$ cat config.mk
export PLATFORM = sky130hd
export DESIGN_NAME = usart_rx_frame_flat
export DESIGN_NICKNAME = d
export VERILOG_FILES = /design/src/rtl/usart_rx_frame_if.sv /design/src/rtl/usart_rx_frame.sv /design/src/flat_wrapper.sv
export SDC_FILE = /design/constraint.sdc
export NUM_CORES = 1
export LEC_CHECK = 0
export BUFFER_PORTS_ARGS = -buffer_cell sky130_fd_sc_hd__buf_2
export CORE_MARGIN = 1.5
export CORE_UTILIZATION = 55
export DETAILED_ROUTE_END_ITERATION = 6
export PLACE_DENSITY = 0.75
export SETUP_SLACK_MARGIN = 0.5
export SYNTH_ARGS = -nofsm -noshare
export SYNTH_HDL_FRONTEND = slang
export SYNTH_SLANG_ARGS = --single-unit
$ cat constraint.sdc
create_clock -name clk -period 4.3 [get_ports clk]
set_input_delay 0.43 -clock clk [delete_from_list [all_inputs] [get_ports clk]]
set_output_delay 0.43 -clock clk [all_outputs]
set_load 0.01 [all_outputs]
$ cat src/rtl/usart_rx_frame_if.sv
// rtl/usart_rx_frame_if.sv - host-side byte handshake of the framed serial receiver
interface usart_rx_frame_if;
    logic [7:0] dout;
    logic       valid;
    logic       ready;
    logic       parity_err;
    logic       frame_err;
    logic       overrun;

    modport master (
        output dout,
        output valid,
        output parity_err,
        output frame_err,
        output overrun,
        input  ready
    );

    modport slave (
        input  dout,
        input  valid,
        input  parity_err,
        input  frame_err,
        input  overrun,
        output ready
    );
endinterface

$ cat src/rtl/usart_rx_frame.sv
// rtl/usart_rx_frame.sv - oversampled framed async serial receiver (start, data LSB first, parity, stop)
module usart_rx_frame #(
    parameter int CLKS_PER_BIT = 16,
    parameter int DATA_BITS    = 8,
    parameter int PARITY_EN    = 1,
    parameter int PARITY_ODD   = 0
) (
    input  logic              clk,
    input  logic              reset,
    input  logic              rx_data,
    usart_rx_frame_if.master  host,
    output logic              busy
);

    localparam int CW = $clog2(CLKS_PER_BIT);
    localparam logic [CW-1:0] HALF_RELOAD = CW'(CLKS_PER_BIT / 2 - 1);
    localparam logic [CW-1:0] BIT_RELOAD  = CW'(CLKS_PER_BIT - 1);
    localparam logic [2:0]    LAST_BIT    = 3'(DATA_BITS - 1);
    localparam logic          ODD_SENSE   = (PARITY_ODD != 0);

    typedef enum logic [2:0] {
        IDLE,
        START,
        DATA,
        PARITY,
        STOP,
        WAIT_IDLE
    } state_t;

    state_t                 state;
    logic                   rx_meta;
    logic                   rx_s;
    logic [CW-1:0]          cnt;
    logic [2:0]             idx;
    logic [DATA_BITS-1:0]   shreg;
    logic                   par_pend;
    logic                   tick;
    logic                   handshake;

    assign tick      = (cnt == '0);
    assign handshake = host.valid && host.ready;

    // Line is idle-high, so the synchroniser resets to 1 to avoid a phantom start bit.
    always_ff @(posedge clk or negedge reset) begin
        if (!reset) begin
            rx_meta <= 1'b1;
            rx_s    <= 1'b1;
        end else begin
            rx_meta <= rx_data;
            rx_s    <= rx_meta;
        end
    end

    always_ff @(posedge clk or negedge reset) begin
        if (!reset) begin
            state           <= IDLE;
            cnt             <= '0;
            idx             <= '0;
            shreg           <= '0;
            par_pend        <= 1'b0;
            busy            <= 1'b0;
            host.dout       <= '0;
            host.valid      <= 1'b0;
            host.parity_err <= 1'b0;
            host.frame_err  <= 1'b0;
            host.overrun    <= 1'b0;
        end else begin
            // A handshake retires the held byte; a frame delivered this same cycle overrides below.
            if (handshake) begin
                host.valid   <= 1'b0;
                host.overrun <= 1'b0;
            end

            case (state)
                IDLE: begin
                    if (!rx_s) begin
                        cnt   <= HALF_RELOAD;
                        state <= START;
                        busy  <= 1'b1;
                    end
                end

                START: begin
                    if (tick) begin
                        if (rx_s) begin
                            state <= IDLE;
                            busy  <= 1'b0;
                        end else begin
                            cnt      <= BIT_RELOAD;
                            idx      <= '0;
                            par_pend <= 1'b0;
                            state    <= DATA;
                        end
                    end else begin
                        cnt <= cnt - CW'(1);
                    end
                end

                DATA: begin
                    if (tick) begin
                        shreg[idx] <= rx_s;
                        cnt        <= BIT_RELOAD;
                        if (idx == LAST_BIT) begin
                            state <= (PARITY_EN != 0) ? PARITY : STOP;
                        end else begin
                            idx <= idx + 3'd1;
                        end
                    end else begin
                        cnt <= cnt - CW'(1);
                    end
                end

                PARITY: begin
                    if (tick) begin
                        par_pend <= (rx_s != ((^shreg) ^ ODD_SENSE));
                        cnt      <= BIT_RELOAD;
                        state    <= STOP;
                    end else begin
                        cnt <= cnt - CW'(1);
                    end
                end

                STOP: begin
                    if (tick) begin
                        if (!host.valid || host.ready) begin
                            host.dout       <= 8'(shreg);
                            host.parity_err <= par_pend;
                            host.frame_err  <= !rx_s;
                            host.valid      <= 1'b1;
                        end else begin
                            host.overrun <= 1'b1;
                        end
                        // A low stop bit may be a break; hold off until the line recovers.
                        state <= rx_s ? IDLE : WAIT_IDLE;
                        busy  <= !rx_s;
                    end else begin
                        cnt <= cnt - CW'(1);
                    end
                end

                WAIT_IDLE: begin
                    if (rx_s) begin
                        state <= IDLE;
                        busy  <= 1'b0;
                    end
                end

                default: begin
                    state <= IDLE;
                    busy  <= 1'b0;
                end
            endcase
        end
    end

endmodule

$ cat src/flat_wrapper.sv
// flat-port wrapper written by rule: the top's interface ports become plain ports
module usart_rx_frame_flat 
#(
    parameter int CLKS_PER_BIT = 16,
    parameter int DATA_BITS    = 8,
    parameter int PARITY_EN    = 1,
    parameter int PARITY_ODD   = 0
)
  (clk, reset, rx_data, busy, host_dout, host_valid, host_parity_err, host_frame_err, host_overrun, host_ready);
  usart_rx_frame_if host_i ();
  input  logic clk;
  input  logic reset;
  input  logic rx_data;
  output logic busy;
  output wire logic [$bits(host_i.dout)-1:0] host_dout;
  output wire logic [$bits(host_i.valid)-1:0] host_valid;
  output wire logic [$bits(host_i.parity_err)-1:0] host_parity_err;
  output wire logic [$bits(host_i.frame_err)-1:0] host_frame_err;
  output wire logic [$bits(host_i.overrun)-1:0] host_overrun;
  input wire logic [$bits(host_i.ready)-1:0] host_ready;
  assign host_dout = host_i.dout;
  assign host_valid = host_i.valid;
  assign host_parity_err = host_i.parity_err;
  assign host_frame_err = host_i.frame_err;
  assign host_overrun = host_i.overrun;
  assign host_i.ready = host_ready;
  usart_rx_frame #(.CLKS_PER_BIT(CLKS_PER_BIT), .DATA_BITS(DATA_BITS), .PARITY_EN(PARITY_EN), .PARITY_ODD(PARITY_ODD)) u_core (.clk(clk), .reset(reset), .rx_data(rx_data), .host(host_i), .busy(busy));
endmodule
Word level (Yosys, flattened, before mapping). Cells that the tools add are included.

Add/sub/neg operators: 2. Order comparisons: 2. Eq/ne operators: 18. Muxes and demuxes: 41. Bitwise logic cells: 1. Reductions and logical operators: 19.

Operators with widths (count): $mux W3 (12); $mux W4 (5); $pmux W3 S6 (1); $mux W1 (16); $pmux W4 S4 (1); $ne A2 B1 Y1 const B (6); $reduce_and A4 Y1 (3); $eq A3 B3 Y1 const B (3); $bwmux W8 (1); $ne A2 B2 Y1 const B (4); $reduce_xor A8 Y1 (1); $reduce_and A7 Y1 (1); $eq A3 B2 Y1 const B (2); $pmux W3 S2 (1); $pmux W1 S5 (1); $reduce_and A5 Y1 (1); $logic_not A4 Y1 (1); $lt A3 B4 Y1 const B (1); $reduce_bool A2 Y1 (2); $reduce_bool A4 Y1 (1); $sub A4 B1 Y4 const B (1); $add A3 B1 Y3 const B (1); $demux W1 S3 (1); $eq A3 B1 Y1 const B (1); 13 further kinds (15).

Register bits: 34. Bits of input ports: 4. Output and inout bits: 13. Logic and storage cells: 96.

Depth between registers and ports, before layout.
Depth in word-level cells: 5. Depth in mapped cells: 8. Depth with buffers taken out: 7.

Least setup slack after synthesis. No wires, ideal clock.

Path kind: flip-flop to flip-flop. Start: register u_core.cnt[0]. End: register u_core.shreg[1]. Library setup time: 0.125 ns. Arrival time: 1.674 ns. Required time: 4.175 ns. Path slack: 2.501 ns. Cell stages (with the launch flop): 7. Path buffers: 1. Period minus slack after synthesis: 1.799 ns. Cells stage by stage: dfrtp_1 -> inv_1 -> ha_1 -> or3b_1 -> buf_6 -> nor4_4 -> mux2_2.

Cells in the longest elaborated chain, start to end: 2.

Ends and longest elaborated chain: start: declaration (RTL line usart_rx_frame.sv:33) `logic [CW-1:0] cnt;`; start signal: assignment (RTL line usart_rx_frame.sv:95) `cnt <= cnt - CW'(1);`; start signal: assignment (RTL line usart_rx_frame.sv:109) `cnt <= cnt - CW'(1);`; start signal: assignment (RTL line usart_rx_frame.sv:119) `cnt <= cnt - CW'(1);`; $logic_not A4 Y1 (RTL line usart_rx_frame.sv:40) `assign tick = (cnt == '0);`; $reduce_and A2 Y1 (no source line); end signal: indexed assignment (RTL line usart_rx_frame.sv:101) `shreg[idx] <= rx_s;`; end: declaration (RTL line usart_rx_frame.sv:35) `logic [DATA_BITS-1:0] shreg;`.

No other way between the ends. A chain may end at the register's enable or synchronous reset.

Worst setup path in the final report. Ends and elaborated chain as after synthesis.

==> flow_summary.toml <==
[final_layout]
areaGrowthSynthToFinish_pct = 7.47
drive_above_1_share = 0.308
nNetsFinal = 175
fin_area_um2 = 1850
fin_util = 0.617
diodes = 0
finalNonFillerCells = 202
n_fill_cell = 254

[floorplan]
die_h_um = 59.0
start_util = 0.574
fp.coreArea_um2 = 3000
rows = 20
die_w_um = 59.0
die_area_um2 = 3480
top_level_ports = 17

[sta]
setup_viol = 0
worstMarginPinSlew_ps = 738
hold_viol = 0
tns_ps = 0
final_max_slew_viol_count = 0
max-slew-margin-rel = 0.508
fmax_ghz = 0.516
clock_skew_ps = 12.0
layout_min_cycle_time_ps = 1940
timing.final.crit_share = 0.451
rsz0062_at_grt = "no"

[clocking]
h-tree-depth = 2
numCtsBuffers = 5
postCtsHoldBufs = 0
clock_path_buffers = 2
clk_pin_slew_ps = 110
clk-insertion-delay-late_ps = 340
post-cts-setup-buffers = 0
clock_sinks = 34
cts_tree = "yes"
cts_root_buf = "clkbuf_4"
cts_resized = 0

[setup_path]
path_cells = "inv_1 -> ha_1 -> or3b_1 -> nor4_4 -> mux2_2"
crit_fanout = 7
cp-end-kind = "flip-flop"
required_ps = 4540
startpoint_type = "flip-flop"
critPathMaxStageDelay_ps = 550
cp.arrival_ps = 2180
r2r_slack_ps = 2360
path_class = "reg -> reg"
critPathSlowestCell = "or3b_1"

[job]
cap_violations = 0

[grt]
antenna_found_initial = 0
grt_pass1_wl_um = 4930
grt_pass1_vias = 1120
grt.total_usage = 0.195
overflow = 0
grt_max_degree = 35

[power]
leakagePower_uw = 0.000895
p_per_area_nw_per_um2 = 465
ir_worst_vdd_v = 0.000265

[synth]
yosysTopAreaCell = "dfrtp_1"
syn_area_um2 = 1720
synth_cell_type_count = 41
seq_area_frac_synth = 0.495
synthTopCellsByArea = "dfrtp_1 46%, mux2_2 9.8%, xnor2_1 3.6%"
ys_ff_latch = 34
netlist.area_leader.share = 0.464
syn_avg_cell_area_um2 = 11.3
yosys_warnings = 0
synth_nets = 159
postSynthCellCount = 152

[placed_design]
gp_congestion = 0.851
io_buffers = 16
hpwl_um = 2030
placed_cells = 194
dpl_cell_area_um2 = 1790

[drt]
viasPerCell = 5.84
drtAntennaViolNets = 0
drc = 0
wl_per_cell_um = 14.6
num_vias = 1180
drtPass1Iterations = 4
drtIter0Drc = 40
wl_um = 2950

[outcome]
run_status = "finished, final reports clean"

[worst_hold_path]
worstHoldPathType = "in -> async"
-- final timing paths --
| kind | start | to | depth (start not counted) |
|---|---|---|---|
| setup / recovery | u_core.cnt[0]$_DFFE_PN0P_ | u_core.shreg[1]$_DFFE_PN0P_ | 5 |
| hold / removal | reset | u_core.host.dout[7]$_DFFE_PN0P_ | 1 |
| setup reg to reg | u_core.cnt[0]$_DFFE_PN0P_ | u_core.shreg[1]$_DFFE_PN0P_ | 5 |
| hold reg to reg | u_core.rx_meta$_DFF_PN1_ | u_core.rx_s$_DFF_PN1_ | 0 |
| max in group asynchronous | reset | u_core.cnt[2]$_DFFE_PN0P_ | 1 |
| min in group clk | rx_data | u_core.rx_meta$_DFF_PN1_ | 1 |
-- worst max-delay path, delay by kind of cell, from the launching register on --
family	cells	cell delay, ps
fa+ha+maj	1	210
buf+inv	1	70
flops	1	410
mux	1	350
simple gates	2	810
-- state kept, by name, summed over array words and instances, names as in the netlist --
signal                  flops
u_core.cnt                  4
u_core.host.parity_err      1
u_core.host.dout            8
u_core.par_pend             1
u_core.idx                  3
u_core.shreg                8
u_core.busy                 1
u_core.host.valid           1
u_core.rx_s                 1
u_core.state                3
u_core.host.overrun         1
u_core.rx_meta              1
u_core.host.frame_err       1
-- kinds of logic after synthesis --
logic type                 share of synthesized area
and+or+nand+nor                                0.162
DFF                                            0.495
AOI/OAI and AO/OA                              0.110
muxes                                          0.127
buffers and inverters                         0.0435
xor gates and xnor gates                      0.0406
adders and majority gates                     0.0218
-- cells in the mapped netlist (all sizes together) --
| master | count |
|---|---|
| nand3b | 1 |
| a21oi | 4 |
| mux2 | 17 |
| inv | 5 |
| nand2b | 2 |
| a32oi | 2 |
| a22o | 2 |
| o31ai | 3 |
| or3 | 1 |
| nand2 | 14 |
| o21ai | 10 |
| nor2 | 16 |
| o22ai | 1 |
| clkbuf | 2 |
| o21a | 1 |
| mux2i | 2 |
| nand3 | 4 |
| ha | 3 |
| xor2 | 1 |
| dfrtp | 32 |
| or3b | 1 |
| buf | 5 |
| xnor2 | 7 |
| o31a | 1 |
| a211o | 1 |
| nor4 | 1 |
| dfstp | 2 |
| o21bai | 1 |
| or2b | 1 |
| nor3b | 2 |
| a31oi | 1 |
| o22a | 2 |
| nor3 | 4 |
-- cell type report --
class | count | area (um^2) | area share
clock inverters | 2 | 12.5 | 0.00675
clock buffers | 6 | 51.3 | 0.0277
flip-flops and latches | 34 | 853 | 0.460
inverters | 5 | 18.8 | 0.0101
repair buffers | 16 | 80.1 | 0.0432
well taps | 33 | 41.3 | 0.0223
multi-input cells | 106 | 796 | 0.429
-- metal layers --
layer	wire, um	track usage	vias up
met5	0	0	-
met4	67	0.101	0
met3	166	0.0633	7
met2	1420	0.319	31
met1	1290	0.229	577
li1	-	-	565
-- layout by cell type, fill, tap and decap left out, types with 2 or more instances in the layout --
master / n
dfrtp_1: 32
nand3_2: 2
mux2i_1: 2
ha_1: 3
nor2_4: 2
xnor2_1: 7
nand2b_1: 2
nor3_1: 3
mux2_2: 15
a21oi_1: 4
nor2_1: 14
mux2_4: 2
a22o_1: 2
o31ai_1: 3
o21ai_0: 9
clkbuf_4: 5
o22a_1: 2
nand2_1: 14
inv_1: 5
buf_2: 16
a32oi_1: 2
dfstp_2: 2
nand3_1: 2
-- per-stage QoR --
step | hold slack [ps] | total power, uW | worst slack [ps]
floorplan | 134 | 605 | 2500
detailed placement | 347 | 680 | 2360
CTS | 143 | 872 | 2360
global route | 155 | 922 | 2260
global placement | 346 | 663 | 2410
finish | 139 | 862 | 2360
-- where the power goes --
part           total [uW]  internal, uW  switching [uW]
registers             442           369            73.7
logic                 233           113             120
clock network         186          78.5             108
No activity file was read; power rests on OpenSTA's default activity.
